**config.mk**
```make
export PLATFORM = sky130hd
export DESIGN_NAME = api_chip_slave
export DESIGN_NICKNAME = d
export VERILOG_FILES = /design/src/rtl/api_chip_slave.sv
export SDC_FILE = /design/constraint.sdc
export NUM_CORES = 1
export LEC_CHECK = 0
export BUFFER_PORTS_ARGS = -buffer_cell sky130_fd_sc_hd__buf_2
export CORE_AREA = 2 2 144 146
export CTS_CLUSTER_SIZE = 16
export DETAILED_ROUTE_END_ITERATION = 10
export DIE_AREA = 0 0 146 148
export PLACE_DENSITY = 0.89
export SYNTH_ARGS = -nofsm -noshare
export SYNTH_HDL_FRONTEND = slang
export SYNTH_SLANG_ARGS = --single-unit
```
**constraint.sdc**
```tcl
create_clock -name clk -period 5.5 [get_ports clk]
set_clock_uncertainty 0.05 [all_clocks]
set_input_delay 1.1 -clock clk [delete_from_list [all_inputs] [get_ports clk]]
set_output_delay 1.1 -clock clk [all_outputs]
set_load 0.05 [all_outputs]
```
**src/rtl/api_chip_slave.sv**
```systemverilog
// SPI responder for the API serial bus: oversamples load/sck/mosi in the clk domain,
// deframes 32-bit work words and shifts queued reply words back out on miso.
module api_chip_slave #(
    parameter int unsigned WORK_LEN    = 23,
    parameter int unsigned REPLY_LEN   = 2,
    parameter int unsigned REPLY_DEPTH = 4
) (
    input  logic                           clk,
    input  logic                           rst,
    input  logic                           load,
    input  logic                           sck,
    input  logic                           mosi,
    output logic                           miso,
    output logic [31:0]                    rx_word,
    output logic                           rx_valid,
    output logic                           rx_done,
    output logic                           rx_err,
    input  logic [31:0]                    reply_din,
    input  logic                           reply_push,
    output logic                           reply_full,
    output logic [$clog2(REPLY_DEPTH):0]   reply_cnt
);

    localparam int unsigned AW = $clog2(REPLY_DEPTH);
    localparam int unsigned CW = AW + 1;
    localparam logic [15:0]   FrameBits = 16'(WORK_LEN * 32);
    localparam logic [10:0]   WordLim   = 11'(WORK_LEN);
    localparam logic [11:0]   ReplyLim  = 12'(REPLY_LEN);
    localparam logic [CW-1:0] DepthC    = CW'(REPLY_DEPTH);

    typedef enum logic {StIdle, StShift} state_e;

    // [0],[1] synchronizer stages, [2] previous synchronized value for edge detection
    logic [2:0] load_q, sck_q;
    logic [1:0] mosi_q;

    state_e      state_q, state_d;
    logic [15:0] bit_cnt_q, bit_cnt_d;
    logic [15:0] tx_cnt_q, tx_cnt_d;
    logic [31:0] rx_sr_q, rx_sr_d;
    logic [31:0] tx_sr_q, tx_sr_d;
    logic [31:0] rx_word_q, rx_word_d;
    logic        miso_q, miso_d;
    logic        rx_valid_q, rx_valid_d;
    logic        rx_done_q, rx_done_d;
    logic        rx_err_q, rx_err_d;

    logic [31:0]   mem_q [REPLY_DEPTH];
    logic [AW-1:0] wr_ptr_q, wr_ptr_d, rd_ptr_q, rd_ptr_d;
    logic [CW-1:0] cnt_q, cnt_d;

    logic        load_rise, load_fall, sck_rise, sck_fall;
    logic        reply_take, fifo_empty, fifo_full, pop, push_ok;
    logic [31:0] reply_word;
    logic [11:0] tx_next_idx;

    assign load_rise = load_q[1] & ~load_q[2];
    assign load_fall = ~load_q[1] & load_q[2];
    assign sck_rise  = sck_q[1] & ~sck_q[2];
    assign sck_fall  = ~sck_q[1] & sck_q[2];

    assign fifo_empty  = (cnt_q == '0);
    assign fifo_full   = (cnt_q == DepthC);
    assign reply_word  = fifo_empty ? 32'h0000_0000 : mem_q[rd_ptr_q];
    assign pop         = reply_take & ~fifo_empty;
    assign push_ok     = reply_push & (~fifo_full | pop);
    assign tx_next_idx = {1'b0, tx_cnt_q[15:5]} + 12'd1;

    always_comb begin
        state_d    = state_q;
        bit_cnt_d  = bit_cnt_q;
        tx_cnt_d   = tx_cnt_q;
        rx_sr_d    = rx_sr_q;
        tx_sr_d    = tx_sr_q;
        rx_word_d  = rx_word_q;
        miso_d     = miso_q;
        rx_valid_d = 1'b0;
        rx_done_d  = 1'b0;
        rx_err_d   = 1'b0;
        reply_take = 1'b0;
        unique case (state_q)
            StIdle: begin
                bit_cnt_d = '0;
                tx_cnt_d  = '0;
                miso_d    = 1'b0;
                if (load_rise) begin
                    state_d    = StShift;
                    reply_take = 1'b1;
                    tx_sr_d    = reply_word;
                    miso_d     = reply_word[31];
                end
            end
            StShift: begin
                // A load fall takes priority over any coincident sck edge
                if (load_fall) begin
                    state_d   = StIdle;
                    miso_d    = 1'b0;
                    bit_cnt_d = '0;
                    tx_cnt_d  = '0;
                    if (bit_cnt_q == FrameBits) rx_done_d = 1'b1;
                    else                        rx_err_d  = 1'b1;
                end else if (sck_rise) begin
                    rx_sr_d = {rx_sr_q[30:0], mosi_q[1]};
                    if (bit_cnt_q != 16'hFFFF) begin
                        bit_cnt_d = bit_cnt_q + 16'd1;
                        if (bit_cnt_q[4:0] == 5'd31 && bit_cnt_q[15:5] < WordLim) begin
                            rx_valid_d = 1'b1;
                            rx_word_d  = rx_sr_d;
                        end
                    end
                end else if (sck_fall) begin
                    tx_sr_d = {tx_sr_q[30:0], 1'b0};
                    if (tx_cnt_q[4:0] == 5'd31 && tx_next_idx < ReplyLim) begin
                        reply_take = 1'b1;
                        tx_sr_d    = reply_word;
                    end
                    if (tx_cnt_q != 16'hFFFF) tx_cnt_d = tx_cnt_q + 16'd1;
                    miso_d = tx_sr_d[31];
                end
            end
            default: state_d = StIdle;
        endcase
    end

    always_comb begin
        wr_ptr_d = wr_ptr_q;
        rd_ptr_d = rd_ptr_q;
        if (push_ok) wr_ptr_d = wr_ptr_q + AW'(1);
        if (pop)     rd_ptr_d = rd_ptr_q + AW'(1);
        cnt_d = cnt_q + CW'(push_ok) - CW'(pop);
    end

    // Load chain resets high so a load still asserted across reset cannot start a frame
    always_ff @(posedge clk or posedge rst) begin
        if (rst) begin
            load_q     <= 3'b111;
            sck_q      <= 3'b000;
            mosi_q     <= 2'b00;
            state_q    <= StIdle;
            bit_cnt_q  <= '0;
            tx_cnt_q   <= '0;
            rx_sr_q    <= '0;
            tx_sr_q    <= '0;
            rx_word_q  <= '0;
            miso_q     <= 1'b0;
            rx_valid_q <= 1'b0;
            rx_done_q  <= 1'b0;
            rx_err_q   <= 1'b0;
            wr_ptr_q   <= '0;
            rd_ptr_q   <= '0;
            cnt_q      <= '0;
        end else begin
            load_q     <= {load_q[1:0], load};
            sck_q      <= {sck_q[1:0], sck};
            mosi_q     <= {mosi_q[0], mosi};
            state_q    <= state_d;
            bit_cnt_q  <= bit_cnt_d;
            tx_cnt_q   <= tx_cnt_d;
            rx_sr_q    <= rx_sr_d;
            tx_sr_q    <= tx_sr_d;
            rx_word_q  <= rx_word_d;
            miso_q     <= miso_d;
            rx_valid_q <= rx_valid_d;
            rx_done_q  <= rx_done_d;
            rx_err_q   <= rx_err_d;
            wr_ptr_q   <= wr_ptr_d;
            rd_ptr_q   <= rd_ptr_d;
            cnt_q      <= cnt_d;
        end
    end

    always_ff @(posedge clk) begin
        if (push_ok) mem_q[wr_ptr_q] <= reply_din;
    end

    assign miso       = miso_q;
    assign rx_word    = rx_word_q;
    assign rx_valid   = rx_valid_q;
    assign rx_done    = rx_done_q;
    assign rx_err     = rx_err_q;
    assign reply_full = fifo_full;
    assign reply_cnt  = cnt_q;

endmodule

```
Word-level counts from Yosys, hierarchy flattened
Memories as Yosys holds them, arrays and structs flattened.
Cells that the tools add are included.
- register bits: 146
- memory bits (writable): 128
- output and inout port bits: 40
- memories kept: 1
- memories (name ; depth ; width ; read ports ; clocked after memory_dff ; write ports ; RTL line ; RTL):
    mem_q ; 4 ; 32 ; 1 ; 0 ; 1 ; 48 ; logic [31:0] mem_q [REPLY_DEPTH];
- add/sub/neg operators: 7
- magnitude comparators: 2
- eq/ne operators: 15
- muxes and demuxes: 42
- bitwise operators: 15
- reductions and logical operators: 9
- operator list (cell ; number):
    $mux W31 ; 4
    $mux W16 ; 7
    $mux W32 ; 2
    $pmux W16 S2 ; 2
    $pmux W31 S2 ; 1
    $add A16 B1 Y16 const B ; 2
    $ne A16 B16 Y1 const B ; 2
    $mux W1 ; 23
    $eq A16 B10 Y1 const B ; 1
    $add A11 B1 Y12 const B ; 1
    $lt A12 B2 Y1 const B ; 1
    $ne A3 B1 Y1 const B ; 4
    $lt A11 B5 Y1 const B ; 1
    $eq A5 B5 Y1 const B ; 2
    $not A1 Y1 ; 8
    $and A1 B1 Y1 ; 6
    $ne A2 B2 Y1 const B ; 3
    $pmux W1 S2 ; 3
    $reduce_and A3 Y1 ; 2
    $reduce_and A5 Y1 ; 1
    $add A2 B1 Y2 const B ; 2
    $reduce_and A2 Y1 ; 2
    $reduce_and A4 Y1 ; 1
    $add A3 B1 Y3 ; 1
    7 further kinds ; 8

Depth between registers and ports, before layout
Gate-level depths: netlist (run 1).
- depth in word-level cells: 13
- gate-level depth with buffers: 13

Worst setup path after synthesis (run 1)
No wires, ideal clock.
- kind: register to register
- start point: register tx_cnt_q[0]
- end point: memory mem_q[0][0] (enable)
- setup time: 0.392 ns
- arrival time: 2.447 ns
- required time: 5.058 ns
- setup slack: 2.611 ns
- stages on the path, launching flop included: 10
- clock period less this slack: 2.889 ns
- path through: dfrtp_1 ha_1 and3_1 ha_1 nor2b_1 o21ai_0 a21oi_2 a31oi_1 and2b_1 and2_1
- word-level cells in the longest chain between the ends: 12
- ends and longest elaborated chain (element ; RTL line ; RTL):
    start, declared ; 39 ; logic [15:0] tx_cnt_q, tx_cnt_d;
    start signal, assigned ; 158 ; tx_cnt_q <= tx_cnt_d;
    $eq A5 B5 Y1 ; 113 ; if (tx_cnt_q[4:0] == 5'd31 && tx_next_idx < ReplyLim) begin
    $logic_and A1 B1 Y1 ; 113 ;
    $mux W1 ; 113 ;
    $mux W1 ; 111 ; end else if (sck_fall) begin
    $mux W1 ; 102 ; end else if (sck_rise) begin
    $mux W1 ; 95 ; if (load_fall) begin
    $pmux W1 S2 ; 81 ; unique case (state_q)
    $and A1 B1 Y1 ; 65 ; assign pop = reply_take & ~fifo_empty;
    $or A1 B1 Y1 ; 66 ; assign push_ok = reply_push & (~fifo_full | pop);
    $and A1 B1 Y1 ; 66 ;
    $mux W1 ; 173 ; if (push_ok) mem_q[wr_ptr_q] <= reply_din;
    $mux W1 (implied by the code) ; 173 ;
    end, declared ; 48 ;
No other way between the ends.

Worst setup path in the final report (run 1)
- start point: register state_q
- end point: register rx_word_q[31] (netlist: rx_word[31])
- word-level cells in the longest chain between the ends: 1
- ends and longest elaborated chain (element ; RTL line ; RTL):
    start, declared ; 37 ; state_e state_q, state_d;
    start signal, assigned ; 139 ; state_q <= StIdle;
    start signal, assigned ; 156 ; state_q <= state_d;
    $reduce_and A5 Y1 (no line) ; - ;
    end signal, assigned ; 161 ; rx_word_q <= rx_word_d;
    end, declared ; 42 ; logic [31:0] rx_word_q, rx_word_d;
No other way between the ends.
A chain may end at the register's enable or synchronous reset.

==> impl_metrics.py, run 1 <==
metrics = {
    "worst_setup_path": {
        "start_kind": "flip-flop",
        "rrSetupSlack_ps": 2020,
        "end_kind": "flip-flop",
        "crit_required_ps": 5870,
        "arrival_ps": 3850,
        "crit_fanout": 33,
        "crit_type": "flip-flop to flip-flop",
    },
    "placed_design": {
        "hpwl_um": 13830,
        "dpl_cell_area_um2": 12410,
        "gp_congestion": 0.8591,
        "dpl_worst_slack_ps": 2018,
        "io_buffers": 77,
    },
    "cts": {
        "cts_sinks": 274,
        "h-tree-depth": 1,
        "cts.path.max_buffers": 3,
        "postCtsSetupBuffers": 0,
        "cts_root_buf": "clkbuf_16",
        "cts_tree": "built",
        "ctsResizeCount": 0,
        "holdBufCountCts": 0,
        "cts_made_buffers": 27,
        "clock_latency_ps": 540,
        "clk_pin_slew_worst_paths_ps": 60,
    },
    "timing": {
        "tns_ps": 0,
        "period_share_pct": 63.24,
        "worst_hold_slack_ps": 286.2,
        "rsz0062_at_grt": "no",
        "relSlewSlack_pct": 29.52,
        "max_freq_ghz": 0.2875,
        "period_needed_ps": 3478,
        "finalWorstSetupSlack_ps": 2022,
        "final_hold_viol_count": 0,
        "finalMaxSlewViolations": 0,
        "tightestPinTransition_ps": 1057,
        "setup_violations": 0,
    },
    "drt": {
        "routedWlPerCell_um": 19.09,
        "dr.first_iter.drc_count": 709,
        "antenna_left": 0,
        "drt_first_pass_iters": 6,
        "vias": 6990,
        "drc": 0,
        "post_drt_via_cell_ratio": 5.919,
        "wl_um": 22540,
    },
    "global_routing": {
        "antenna_found_initial": 0,
        "overflow": 0,
        "grt_pass1_vias": 7091,
        "grtUsageTotal_pct": 21.36,
        "grt_max_degree": 110,
        "grt_pass1_wl_um": 36850,
    },
    "cells_and_area": {
        "syn2layout_area_growth_pct": 11.38,
        "diodes": 0,
        "drive_gt1_share_pct": 29.31,
        "nNetsFinal": 940,
        "num-fill-cells": 1389,
        "final_cell_area_um2": 13220,
    },
    "logic_synthesis": {
        "ys_top_cells_by_area": "edfxtp_1 (32%), dfrtp_1 (30%), mux4_2 (6.1%), mux2_4 (3.7%), mux2_2 (3.4%)",
        "async_reset_ff_share_pct": 53.28,
        "synth_top_area_share_pct": 32.38,
        "yosys.cell_types.count": 60,
        "synth-main-ff-cell": "dfrtp_1",
        "synth_most_common_cell": "dfrtp_1",
        "syn_nets": 865,
        "synthCells": 815,
        "syn_area_per_cell_um2": 14.56,
        "synth_area_um2": 11870,
        "synth-edff-count": 128,
        "netlist_top_cells_count": "dfrtp_1 (143), edfxtp_1 (128), nor2_1 (93)",
        "yosysSeqAreaShare_pct": 63.19,
        "ys_ff_latch": 274,
        "synth_warnings": 0,
        "synth_top_area_cell": "edfxtp_1",
    },
    "outcome": {
        "status": "finished clean",
    },
    "pwr": {
        "vdd_drop_max_mv": 0.3441,
        "power_w": 0.005834,
        "powerDensity_nw_per_um2": 441.2,
        "p_leak_nw": 5.497,
    },
    "die": {
        "die_h_um": 148,
        "start_util_pct": 59.23,
        "die_x_um": 146,
        "dieArea_um2": 21610,
        "core-area_um2": 20040,
        "io_pins": 78,
        "num_rows": 52,
    },
    "hold_path": {
        "hp-class": "flip-flop to flip-flop",
    },
    "flow_run": {
        "maxCapViolations": 0,
    },
}
==> where the power goes <==
part | switching [W] | internal [W]
combinational | 0.000714 | 0.000588
clock | 0.000746 | 0.000956
sequential | 0.000299 | 0.00253
total | 0.00176 | 0.00407
==> metrics by stage <==
| stage | cells | util [%] |
|---|---|---|
| 2_1_floorplan | 815 | - |
| 4_1_cts | 1181 | 65.98 |
| 3_3_place_gp | 1131 | 61.94 |
| 6_report | 1181 | 65.98 |
| 3_5_place_dp | 1131 | 61.94 |
| 5_1_grt | 1181 | 65.98 |
==> worst max-delay path: stages, from the launching register on <==
cell,delay (ps)
dfrtp_1,510
inv_2,250
nor2_2,240
nand2_2,450
a31oi_2,410
and4_2,1000
mux2_2,410
==> final timing paths <==
kind | from | to | cells past startpoint
min | mosi_q[0]$_DFF_PP0_ | mosi_q[1]$_DFF_PP0_ | 0
max reg2reg | state_q$_DFF_PP0_ | rx_word[31]$_DFFE_PP0P_ | 6
min in group asynchronous | rst | rx_word[0]$_DFFE_PP0P_ | 2
max | state_q$_DFF_PP0_ | rx_word[31]$_DFFE_PP0P_ | 6
max in group asynchronous | rst | load_q[2]$_DFF_PP1_ | 3
min reg2reg | mosi_q[0]$_DFF_PP0_ | mosi_q[1]$_DFF_PP0_ | 0
==> sequential cells by signal, summed over array words and instances, names as in the netlist <==
| signal | cells |
|---|---|
| bit_cnt_q | 16 |
| load_q | 3 |
| mem_q | 128 |
| miso | 1 |
| mosi_q | 2 |
| rd_ptr_q | 2 |
| reply_cnt | 3 |
| rx_done | 1 |
| rx_err | 1 |
| rx_sr_q | 31 |
| rx_valid | 1 |
| rx_word | 32 |
| sck_q | 3 |
| state_q | 1 |
| tx_cnt_q | 16 |
| tx_sr_q | 31 |
| wr_ptr_q | 2 |
==> layer usage <==
layer / track usage (%) / vias to the layer above / wire (um)
li1: - / 3172 / -
met5: 0 / - / 0
met1: 28.10 / 3542 / 9327
met2: 37.36 / 223 / 11540
met3: 3.117 / 53 / 1087
met4: 6.553 / 0 / 589
==> cell type report <==
class	instances	area [um^2]	share of cell area, %
Multi-Input combinational cell	490	4069	30.78
Timing Repair Buffer	87	460.4	3.483
Clock buffer	37	713.2	5.394
Tap cell	270	337.8	2.555
Inverter	10	42.54	0.3218
Sequential cell	274	7503	56.75
Clock inverter	13	95.09	0.7192
==> cell usage in the layout, fill, tap and decap left out, types with 16 or more instances in the layout <==
master / n
mux2_4: 29
nor2_1: 93
mux4_2: 32
nand3_1: 16
xor2_1: 22
a21o_1: 18
a31oi_1: 19
a21oi_1: 34
nand2_1: 41
edfxtp_1: 128
mux2_2: 36
clkbuf_16: 27
dfrtp_1: 141
buf_2: 77
==> kinds of logic after synthesis <==
logic type / Yosys count / share of synthesized area, %
muxes: 100 / 13.41
and+or+nand+nor: 230 / 9.771
AOI/OAI and AO/OA: 118 / 7.473
xor gates and xnor gates: 30 / 2.214
buffers and inverters: 51 / 2.614
DFF: 274 / 63.19
adders and majority gates: 12 / 1.328
Note: power is estimated with default switching activity, not from simulation.
==> run 2, diff against run 1 <==
Settings changed: CORE_AREA 2 2 144 146 to 2 2 150 152, DIE_AREA 0 0 146 148 to 0 0 152 154, PLACE_DENSITY 0.89 to 0.87.
Clock period 5.5 ns to 3 ns, I/O delays scaled along.
==> run 2 against run 1 <==
- utilization decreased by 3.7 points
- non-clock buffer count increased by 17
- power increased by 88%
- critical path type unchanged
==> impl_metrics.py, run 2 (synthesis results as in run 1) <==
metrics = {
    "die": {
        "num_rows": 54,
        "core-area_um2": 21690,
        "io_pins": 78,
        "dieArea_um2": 23410,
        "start_util_pct": 54.73,
        "die_x_um": 152,
        "die_h_um": 154,
    },
    "worst_setup_path": {
        "ff2ff_path_depth": 10,
        "cp_slowest_stage_delay_ps": 460,
        "crit_required_ps": 3360,
        "end_kind": "flip-flop",
        "crit_path_top_delay_cell": "dfrtp_1",
        "crit_top_cell": "ha_1",
        "rrSetupSlack_ps": 170,
        "crit_type": "flip-flop to flip-flop",
        "path_cells": "ha_1 > nor3_1 > o21ai_0 > a21oi_2 > buf_4 > a31oi_2 > or3_1 > nand2_1 > ha_1 > fa_1",
        "arrival_ps": 3190,
        "start_kind": "flip-flop",
        "crit_fanout": 7,
    },
    "drt": {
        "wl_met2_um": 10790,
        "wl_um": 22340,
        "post_drt_via_cell_ratio": 5.714,
        "routedWlPerCell_um": 18.46,
        "dr.first_iter.drc_count": 434,
        "drc": 0,
        "met3WireLength_um": 1089,
        "met1_length_um": 9877,
        "drt_first_pass_iters": 5,
        "top_layer_used": "met4",
        "vias": 6914,
        "antenna_left": 0,
    },
    "placed_design": {
        "hpwl_um": 14180,
        "dpl_cell_area_um2": 12570,
        "io_buffers": 77,
        "gp_congestion": 0.8664,
        "dpl_worst_slack_ps": 173.7,
    },
    "cells_and_area": {
        "largest_reg_flops": 128,
        "layout_common_cells": "dfrtp_1 (142), edfxtp_1 (128), nor2_1 (93), buf_2 (77), nand2_1 (41)",
        "final_common_cell": "dfrtp_1",
        "diodes": 0,
        "regMostFlops": "mem_q",
        "syn2layout_area_growth_pct": 13.78,
        "final_cell_area_um2": 13510,
        "nNetsFinal": 958,
        "drive_gt1_share_pct": 31.61,
    },
    "timing": {
        "setup_violations": 0,
        "max_freq_ghz": 0.3534,
        "tns_ps": 0,
        "period_needed_ps": 2830,
        "period_share_pct": 94.33,
        "final_hold_viol_count": 0,
        "tightestPinTransition_ps": 773.5,
        "finalWorstSetupSlack_ps": 170.0,
        "relSlewSlack_pct": 48.43,
        "rsz0062_at_grt": "no",
        "finalMaxSlewViolations": 0,
    },
    "pwr": {
        "internal_power_w": 0.007712,
        "p_comb_share_pct": 23.2,
        "powerDensity_nw_per_um2": 813.8,
        "p_leak_nw": 5.644,
        "switchingPower_w": 0.003279,
        "vdd_drop_max_mv": 0.9275,
        "pwr-share-seq_pct": 46.3,
        "power_frac_clock_pct": 30.5,
        "p_sw_share_pct": 29.84,
    },
    "cts": {
        "cts.path.max_buffers": 3,
        "clock_latency_ps": 540,
        "cts_tree": "built",
        "cts_sinks": 274,
        "clk_pin_slew_worst_paths_ps": 60,
        "cts_root_buf": "clkbuf_16",
        "h-tree-depth": 1,
        "cts_made_buffers": 28,
    },
    "global_routing": {
        "grt_pass1_vias": 6977,
        "grt_max_degree": 147,
        "antenna_found_initial": 0,
        "grt_pass1_wl_um": 36810,
        "overflow": 0,
        "grtUsageTotal_pct": 19.16,
    },
    "hold_path": {
        "hold_depth": 1,
        "hp-class": "input pin to flip-flop",
    },
    "flow_run": {
        "maxCapViolations": 0,
    },
    "outcome": {
        "status": "finished clean",
    },
}
## run 2: cell types whose count changed in the layout (fill, tap and decap cells not counted), sizes merged
cell	delta
buf	+17
clkinv	+2
inv	-1
clkinvlp	+2
clkbuf	-1
## run 2: worst max-delay path, delay by kind of cell, from the launching register on
family | cells | cell delay, ps
adder cells (fa/ha/maj) | 3 | 830
AO/OA/AOI/OAI | 3 | 490
buffers and inverters | 1 | 150
flip-flops | 1 | 460
AND/OR/NAND/NOR | 3 | 720
## run 2: repair_timing
action | CTS | global route
buffers inserted | 0 | 2
resized for setup | 0 | 2
endpoints found under the setup margin | 0 | 89
hold buffers | 0 | 0
## run 2: routing by layer
| metal | up-vias | global-route usage (%) |
|---|---|---|
| li1 | 3229 | - |
| met1 | 3429 | 26.77 |
| met2 | 208 | 31.68 |
| met3 | 48 | 2.847 |
| met4 | 0 | 5.563 |
| met5 | - | 0 |
## run 2: area by class of cell
class,instances,area [um^2]
Multi-Input combinational cell,490,4069
Clock inverter,16,138.9
Timing Repair Buffer,104,633.1
Fill cell,1522,8183
Tap cell,280,350.3
Clock buffer,36,770.7
Inverter,10,41.29
Sequential cell,274,7502
## run 2: power by group through the flow
stage	clock network, W	logic [W]	registers (W)
2_1_floorplan	0	0.00191	0.00506
3_3_place_gp	0	0.00242	0.00511
3_5_place_dp	0	0.00253	0.00515
4_1_cts	0.00342	0.00256	0.00509
5_1_grt	0.00357	0.00277	0.00517
6_report	0.00335	0.00255	0.00509
## run 2: path summary, 6_finish.rpt
check	endpoint	start
setup / recovery	reply_cnt[1]$_DFF_PP0_	tx_cnt_q[5]$_DFFE_PP0P_
setup reg to reg	reply_cnt[1]$_DFF_PP0_	tx_cnt_q[5]$_DFFE_PP0P_
hold reg to reg	mosi_q[1]$_DFF_PP0_	mosi_q[0]$_DFF_PP0_
max in group asynchronous	rd_ptr_q[0]$_DFFE_PP0N_	rst
hold / removal	mosi_q[0]$_DFF_PP0_	mosi
min in group asynchronous	rx_word[1]$_DFFE_PP0P_	rst
## run 2: per-stage QoR
step	std cells	power, W	util, %	hold WS (ps)
after detailed placement	1156	0.007676	57.97	291.2
after CTS	1208	0.01107	62.17	89.48
after global placement	1156	0.007535	57.97	281.2
after floorplan	815	0.006974	-	281.2
final	1210	0.01099	62.27	109.7
after global routing	1210	0.01151	62.27	95.62
